===== src/rtl/mario_motion.sv =====
// mario_motion: per-frame motion of the player sprite.
//
// A rising edge of the vsync-rate frame_clk is synchronised into Clk.
// On the cycle after each detected edge, Mario's horizontal position,
// the camera scroll, the vertical physics state machine and the
// animation/alive outputs update once. The outputs change three Clk
// edges after frame_clk rises.
//
// Build option:
//   MARIO_VAR_JUMP_EN - releasing the jump key while still rising fast
//                       clips the upward speed to -4 (variable jump height).
//
// Ports:
//   Clk             in   1  single clock
//   Reset           in   1  asynchronous, active-low reset
//   frame_clk       in   1  vsync-rate level, asynchronous to Clk
//   keycode         in  16  two HID key slots, [15:8] and [7:0]
//   kill            in   1  death pulse, latched until the next frame
//   supported       in   1  feet rest on a platform top
//   land_req        in   1  feet entered a platform top this frame
//   land_y          in  16  top Y to snap to when landing on a platform
//   MarioX          out 16  world X
//   MarioY          out 16  screen/world Y
//   screen_offset   out 16  camera world X
//   Mario_Animation out  4  sprite selector
//   MarioAlive      out  8  1 = alive, 0 = dead
module mario_motion #(
    parameter int START_X   = 64,
    parameter int GND_Y     = 400,
    parameter int X_STEP    = 2,
    parameter int JUMP_V    = 12,
    parameter int GRAVITY   = 1,
    parameter int MAX_FALL  = 8,
    parameter int SCROLL_X  = 320,
    parameter int WORLD_MAX = 4000
) (
    input  logic        Clk,
    input  logic        Reset,
    input  logic        frame_clk,
    input  logic [15:0] keycode,
    input  logic        kill,
    input  logic        supported,
    input  logic        land_req,
    input  logic [15:0] land_y,
    output logic [15:0] MarioX,
    output logic [15:0] MarioY,
    output logic [15:0] screen_offset,
    output logic [3:0]  Mario_Animation,
    output logic [7:0]  MarioAlive
);

    localparam logic [3:0] MARIO_RIGHT      = 4'd0;
    localparam logic [3:0] MARIO_RIGHT_JUMP = 4'd1;
    localparam logic [3:0] MARIO_LEFT       = 4'd2;
    localparam logic [3:0] MARIO_LEFT_JUMP  = 4'd3;

    localparam logic [7:0] KEY_LEFT  = 8'h04;
    localparam logic [7:0] KEY_RIGHT = 8'h07;
    localparam logic [7:0] KEY_JUMP  = 8'h1A;

    localparam logic signed [17:0] P_STEP    = 18'(X_STEP);
    localparam logic signed [17:0] P_WMAX    = 18'(WORLD_MAX);
    localparam logic signed [17:0] P_GND     = 18'(GND_Y);
    localparam logic        [16:0] P_SCROLL  = 17'(SCROLL_X);
    localparam logic        [15:0] P_SCROLL16 = 16'(SCROLL_X);
    localparam logic        [15:0] P_GND16   = 16'(GND_Y);
    localparam logic        [15:0] P_START16 = 16'(START_X);
    localparam logic signed [7:0]  P_JUMP_VY = 8'(-JUMP_V);
    localparam logic signed [8:0]  P_GRAV9   = 9'(GRAVITY);
    localparam logic signed [8:0]  P_MAXF9   = 9'(MAX_FALL);

    typedef enum logic [1:0] {
        S_GROUND = 2'd0,
        S_JUMP   = 2'd1,
        S_FALL   = 2'd2,
        S_DEAD   = 2'd3
    } state_t;

    // Keep X inside [camera left edge, world end].
    function automatic logic [15:0] clamp_x(input logic signed [17:0] x,
                                            input logic signed [17:0] lo);
        if (x < lo)
            return lo[15:0];
        else if (x > P_WMAX)
            return P_WMAX[15:0];
        else
            return x[15:0];
    endfunction

    // Apply gravity and saturate at the terminal fall speed.
    function automatic logic signed [7:0] apply_gravity(input logic signed [7:0] v);
        logic signed [8:0] t;
        t = {v[7], v} + P_GRAV9;
        if (t > P_MAXF9)
            return P_MAXF9[7:0];
        else
            return t[7:0];
    endfunction

    function automatic logic [3:0] anim_of(input logic airborne, input logic face_left);
        if (airborne)
            return face_left ? MARIO_LEFT_JUMP : MARIO_RIGHT_JUMP;
        else
            return face_left ? MARIO_LEFT : MARIO_RIGHT;
    endfunction

    logic               r_fs1, r_fs2, r_fs3;
    logic               r_v1, r_v2, r_armed;
    logic               r_kill;
    state_t             r_state;
    logic signed [7:0]  r_vy;
    logic               r_face_left;
    logic [15:0]        r_x, r_y, r_off;
    logic [3:0]         r_anim;
    logic [7:0]         r_alive;

    logic               w_tick;
    logic               w_left, w_right, w_jump;
    logic               w_face_left;
    logic signed [17:0] w_x_move;
    logic [15:0]        w_x_next;
    logic [15:0]        w_off_next;
    logic signed [7:0]  w_vy_eff;
    logic signed [17:0] w_y_sum;
    logic signed [7:0]  w_vy_grav;

    // r_armed blocks a false edge when frame_clk is already high as reset
    // releases: only a low level seen after the pipeline has filled arms it.
    assign w_tick = r_fs2 & ~r_fs3 & r_armed;

    assign w_left  = (keycode[15:8] == KEY_LEFT)  || (keycode[7:0] == KEY_LEFT);
    assign w_right = (keycode[15:8] == KEY_RIGHT) || (keycode[7:0] == KEY_RIGHT);
    assign w_jump  = (keycode[15:8] == KEY_JUMP)  || (keycode[7:0] == KEY_JUMP);

    always_comb begin
        w_x_move    = $signed({2'b00, r_x});
        w_face_left = r_face_left;
        if (w_left && !w_right) begin
            w_x_move    = w_x_move - P_STEP;
            w_face_left = 1'b1;
        end else if (w_right && !w_left) begin
            w_x_move    = w_x_move + P_STEP;
            w_face_left = 1'b0;
        end
        w_x_next = clamp_x(w_x_move, $signed({2'b00, r_off}));

        // Camera only ever moves right, tracking Mario once he passes SCROLL_X.
        if (({1'b0, w_x_next} - {1'b0, r_off}) > P_SCROLL)
            w_off_next = w_x_next - P_SCROLL16;
        else
            w_off_next = r_off;
    end

    always_comb begin
        w_vy_eff = r_vy;
`ifdef MARIO_VAR_JUMP_EN
        if (r_state == S_JUMP && !w_jump && r_vy < -8'sd4)
            w_vy_eff = -8'sd4;
`endif
        w_y_sum   = $signed({2'b00, r_y}) + $signed({{10{w_vy_eff[7]}}, w_vy_eff});
        w_vy_grav = apply_gravity(w_vy_eff);
    end

    always_ff @(posedge Clk or negedge Reset) begin
        if (!Reset) begin
            r_fs1       <= 1'b0;
            r_fs2       <= 1'b0;
            r_fs3       <= 1'b0;
            r_v1        <= 1'b0;
            r_v2        <= 1'b0;
            r_armed     <= 1'b0;
            r_kill      <= 1'b0;
            r_state     <= S_GROUND;
            r_vy        <= 8'sd0;
            r_face_left <= 1'b0;
            r_x         <= P_START16;
            r_y         <= P_GND16;
            r_off       <= 16'd0;
            r_anim      <= MARIO_RIGHT;
            r_alive     <= 8'd1;
        end else begin
            r_fs1 <= frame_clk;
            r_fs2 <= r_fs1;
            r_fs3 <= r_fs2;
            r_v1  <= 1'b1;
            r_v2  <= r_v1;
            if (r_v2 && !r_fs2)
                r_armed <= 1'b1;
            if (kill)
                r_kill <= 1'b1;

            if (w_tick && r_state != S_DEAD) begin
                if (r_kill || kill) begin
                    r_state <= S_DEAD;
                    r_alive <= 8'd0;
                end else begin
                    r_x         <= w_x_next;
                    r_off       <= w_off_next;
                    r_face_left <= w_face_left;
                    case (r_state)
                        S_GROUND: begin
                            if (w_jump) begin
                                r_vy    <= P_JUMP_VY;
                                r_state <= S_JUMP;
                                r_anim  <= anim_of(1'b1, w_face_left);
                            end else if (r_y != P_GND16 && !supported) begin
                                r_vy    <= 8'sd0;
                                r_state <= S_FALL;
                                r_anim  <= anim_of(1'b1, w_face_left);
                            end else begin
                                r_anim  <= anim_of(1'b0, w_face_left);
                            end
                        end
                        S_JUMP, S_FALL: begin
                            if (w_y_sum < 18'sd0) begin
                                r_y     <= 16'd0;
                                r_vy    <= 8'sd0;
                                r_state <= S_FALL;
                                r_anim  <= anim_of(1'b1, w_face_left);
                            end else if (r_state == S_FALL && w_y_sum >= P_GND) begin
                                r_y     <= P_GND16;
                                r_vy    <= 8'sd0;
                                r_state <= S_GROUND;
                                r_anim  <= anim_of(1'b0, w_face_left);
                            end else if (r_state == S_FALL && land_req) begin
                                r_y     <= land_y;
                                r_vy    <= 8'sd0;
                                r_state <= S_GROUND;
                                r_anim  <= anim_of(1'b0, w_face_left);
                            end else begin
                                r_y     <= w_y_sum[15:0];
                                r_vy    <= w_vy_grav;
                                // Apex reached once gravity has cancelled the launch.
                                if (r_state == S_JUMP && !w_vy_grav[7])
                                    r_state <= S_FALL;
                                r_anim  <= anim_of(1'b1, w_face_left);
                            end
                        end
                        default: ;
                    endcase
                end
            end
        end
    end

    assign MarioX          = r_x;
    assign MarioY          = r_y;
    assign screen_offset   = r_off;
    assign Mario_Animation = r_anim;
    assign MarioAlive      = r_alive;

endmodule


===== config.mk =====
export PLATFORM = sky130hd
export DESIGN_NAME = mario_motion
export DESIGN_NICKNAME = d
export VERILOG_FILES = /design/src/rtl/mario_motion.sv
export SDC_FILE = /design/constraint.sdc
export NUM_CORES = 1
export LEC_CHECK = 0
export ABC_CLOCK_PERIOD_IN_PS = 15300
export CAP_MARGIN = 20
export CORE_MARGIN = 1
export CORE_UTILIZATION = 35
export CTS_BUF_LIST = sky130_fd_sc_hd__clkbuf_8
export CTS_CLUSTER_DIAMETER = 50
export DETAILED_ROUTE_END_ITERATION = 8
export DONT_BUFFER_PORTS = 1
export PLACE_DENSITY_LB_ADDON = 0.3
export SLEW_MARGIN = 20
export SYNTH_ARGS = -nofsm -noshare
export SYNTH_HDL_FRONTEND = slang
export SYNTH_SLANG_ARGS = --single-unit

===== constraint.sdc =====
create_clock -name Clk -period 15.3 [get_ports Clk]
set_input_delay 0.765 -clock Clk [delete_from_list [all_inputs] [get_ports Clk]]
set_output_delay 0.765 -clock Clk [all_outputs]
set_load 0.02 [all_outputs]

==> flow_summary.toml <==
[sta]
slew_headroom_pct = 45.6
worst_hold_slack_ps = 78.7
hold_viol = 0
setup_viol = 0
setup_slack_ps = 7010
fin_tns_setup_ps = 0
tightest_slew_ps = 817
period_minus_slack_ps = 8290
skew_ps = 20.7
rsz0062_at_grt = "no"
drv_slew = 0
fmax_mhz = 121
final.period_utilization_pct = 54.2

[clock_tree]
clkLatencyLatePin_ps = 370
post-cts-setup-buffers = 0
h-tree-depth = 3
cts_resized = 0
cts_buffers = 9
cts.clk_slew.worst_paths_ps = 90
postCtsHoldBufs = 0
clockBufferDepth = 2
cts_tree = "built"
cts_root_buffer = "clkbuf_8"
clock_sinks = 69

[yosys]
synth_area_leaders = "dfrtp_1 (23%), ha_1 (10%), nand2_1 (5.3%)"
syn_area_per_cell_sq_um = 8.15
synth_top_area_cell = "dfrtp_1"
ys_seq_area_share_pct = 25.4
ys_ff_latch = 69
yosysWarnings = 0
syn_inst = 838
netlist_area_sq_um = 6830
yosysUniqueCellTypes = 92
yosysMostFrequentCell = "nand2_1"
synthFlopType = "dfrtp_1"
synth_commonest_cells = "nand2_1 (97), nor2_1 (66), dfrtp_1 (64), a21oi_1 (57), ha_1 (57)"
async_reset_ff_share_pct = 100
synth_enable_flop_cells = 0
yosysTopAreaCellShare_pct = 23.5

[setup_path]
crit_required_ps = 15600
crit_path_max_incr_delay_ps = 690
critPathBufInv = 2
cp_top_family = "compound AO/OA/AOI/OAI gates"
cp.arrival_ps = 8590
worstSetupPathType = "reg2reg"
crit_path_max_fanout = 22
cp_slowest_cell = "o21a_1"
crit_path_start_kind = "flop"
cp_common_cell = "ha_1"
crit_path_end_kind = "flop"

[detailed_routing]
wl_per_cell_microns = 17.4
vias = 6246
via_per_inst = 5.75
routed_wirelength_microns = 18900
first_iter_violations = 429
final_antenna_net_count = 0
drc = 0
firstDrtPassIters = 5

[placement]
pre_cts_ws_ps = 6810
place.gp.congestion = 0.902
dp_hpwl_microns = 14500
portBuffers = 0

[die]
rows = 50
io_pins = 98
start_util_pct = 36.1
fp.dieH_microns = 142
dieArea_sq_um = 20100
core_sq_um = 18900
die_w_microns = 142

[global_routing]
grt_pass1_wl_microns = 30500
grt_pass1_vias = 5694
track_usage_pct = 19.2
grt_max_degree = 70
antenna_found_initial = 0
gr-total-overflow = 0

[power]
power_w = 0.000479
powerDensity_nw_per_um2 = 66.3
ir_drop_uv = 37.7
power_leakage_nw = 3.23

[final_layout]
layout.nets = 919
layout-drive-gt1-share_pct = 8.22
area_growth_pct = 5.96
diodes = 0
n_fill_cell = 1972
utilization_pct = 38.3

[run_status]
status = "completed"

[flow_run]
maxCapViolations = 0

[worst_hold_path]
hold_path_class = "in2async"
[registers in the layout, summed over array words and instances, names as in the netlist, 2 cells and up]
name             cells
MarioY              16
screen_offset       16
r_vy                 8
r_state              2
Mario_Animation      2
MarioX              16
[layout make-up]
class | count | area, sq um | area share [%]
multi-input combinational | 697 | 4760 | 65.9
sequential | 69 | 1730 | 24.0
tap | 260 | 325 | 4.50
inverter | 43 | 161 | 2.23
clock buffer | 10 | 138 | 1.90
clock inverter | 6 | 92.6 | 1.28
timing repair buffer | 2 | 18.8 | 0.259
[placed cells by master (no fill, tap or decap), drive strengths merged, types with 8 or more instances in the layout]
| cell type | n |
|---|---|
| nand2 | 97 |
| nor2 | 66 |
| o21ai | 66 |
| dfrtp | 64 |
| a21oi | 57 |
| ha | 57 |
| inv | 44 |
| xnor2 | 24 |
| nand3 | 22 |
| a21o | 19 |
| nor3 | 18 |
| xor2 | 12 |
| o21a | 12 |
| a211oi | 12 |
| or3 | 11 |
| and2 | 11 |
| conb | 10 |
| clkbuf | 10 |
| mux2 | 10 |
| or2 | 9 |
| mux2i | 9 |
| nor4 | 9 |
| and3 | 9 |
| a22oi | 9 |
| o31ai | 8 |
[per-stage QoR]
stage / instances / cell area (sq um)
6_report: 1087 / 7230
5_1_grt: 1087 / 7230
4_1_cts: 1086 / 7220
3_5_place_dp: 1070 / 6990
3_3_place_gp: 1070 / 6990
2_1_floorplan: 846 / 6860
[where the power goes]
part	switching [W]	total [W]	internal, W
logic	0.0000522	0.0000945	0.0000423
clock network	0.0000834	0.000181	0.0000975
registers	0.0000147	0.000204	0.000189
[routing by layer]
layer / track usage (%) / wire length (microns) / vias up
met2: 27.9 / 7940 / 197
met4: 7.13 / 396 / 0
met3: 4.93 / 1440 / 26
met1: 27.1 / 9090 / 2949
met5: 0 / 0 / -
li1: - / - / 3074
[worst register-to-register path: cells and delay by family (launching register included)]
kind	cells	cell delay, ps
AO/OA/AOI/OAI	14	4130
AND/OR/NAND/NOR	7	2110
adder cells (fa/ha/maj)	3	880
flip-flops	1	580
buffers and inverters	2	370
XOR/XNOR	1	150
[path summary, 6_finish.rpt]
kind | startpoint | to | slack [ps] | cells after the start
max in group asynchronous | Reset | MarioAlive[0] | 14970 | 0
setup / recovery | MarioX[2] | screen_offset[13] | 7010 | 27
min in group Clk | r_v1 | r_v2 | 360 | 0
hold reg to reg | r_v1 | r_v2 | 360 | 0
hold / removal | Reset | screen_offset[11] | 80 | 0
setup reg to reg | MarioX[2] | screen_offset[13] | 7010 | 27
[cell families after synthesis]
| group | count (synthesis) | synth area share, % |
|---|---|---|
| mux | 19 | 3.02 |
| simple gates | 294 | 21.8 |
| other cells | 2 | 0.110 |
| compound gates | 279 | 28.5 |
| fa+ha+maj | 59 | 11.0 |
| xor+xnor | 36 | 4.73 |
| buf+inv | 80 | 5.42 |
| flops | 69 | 25.4 |
(Power assumes the default switching activity.)
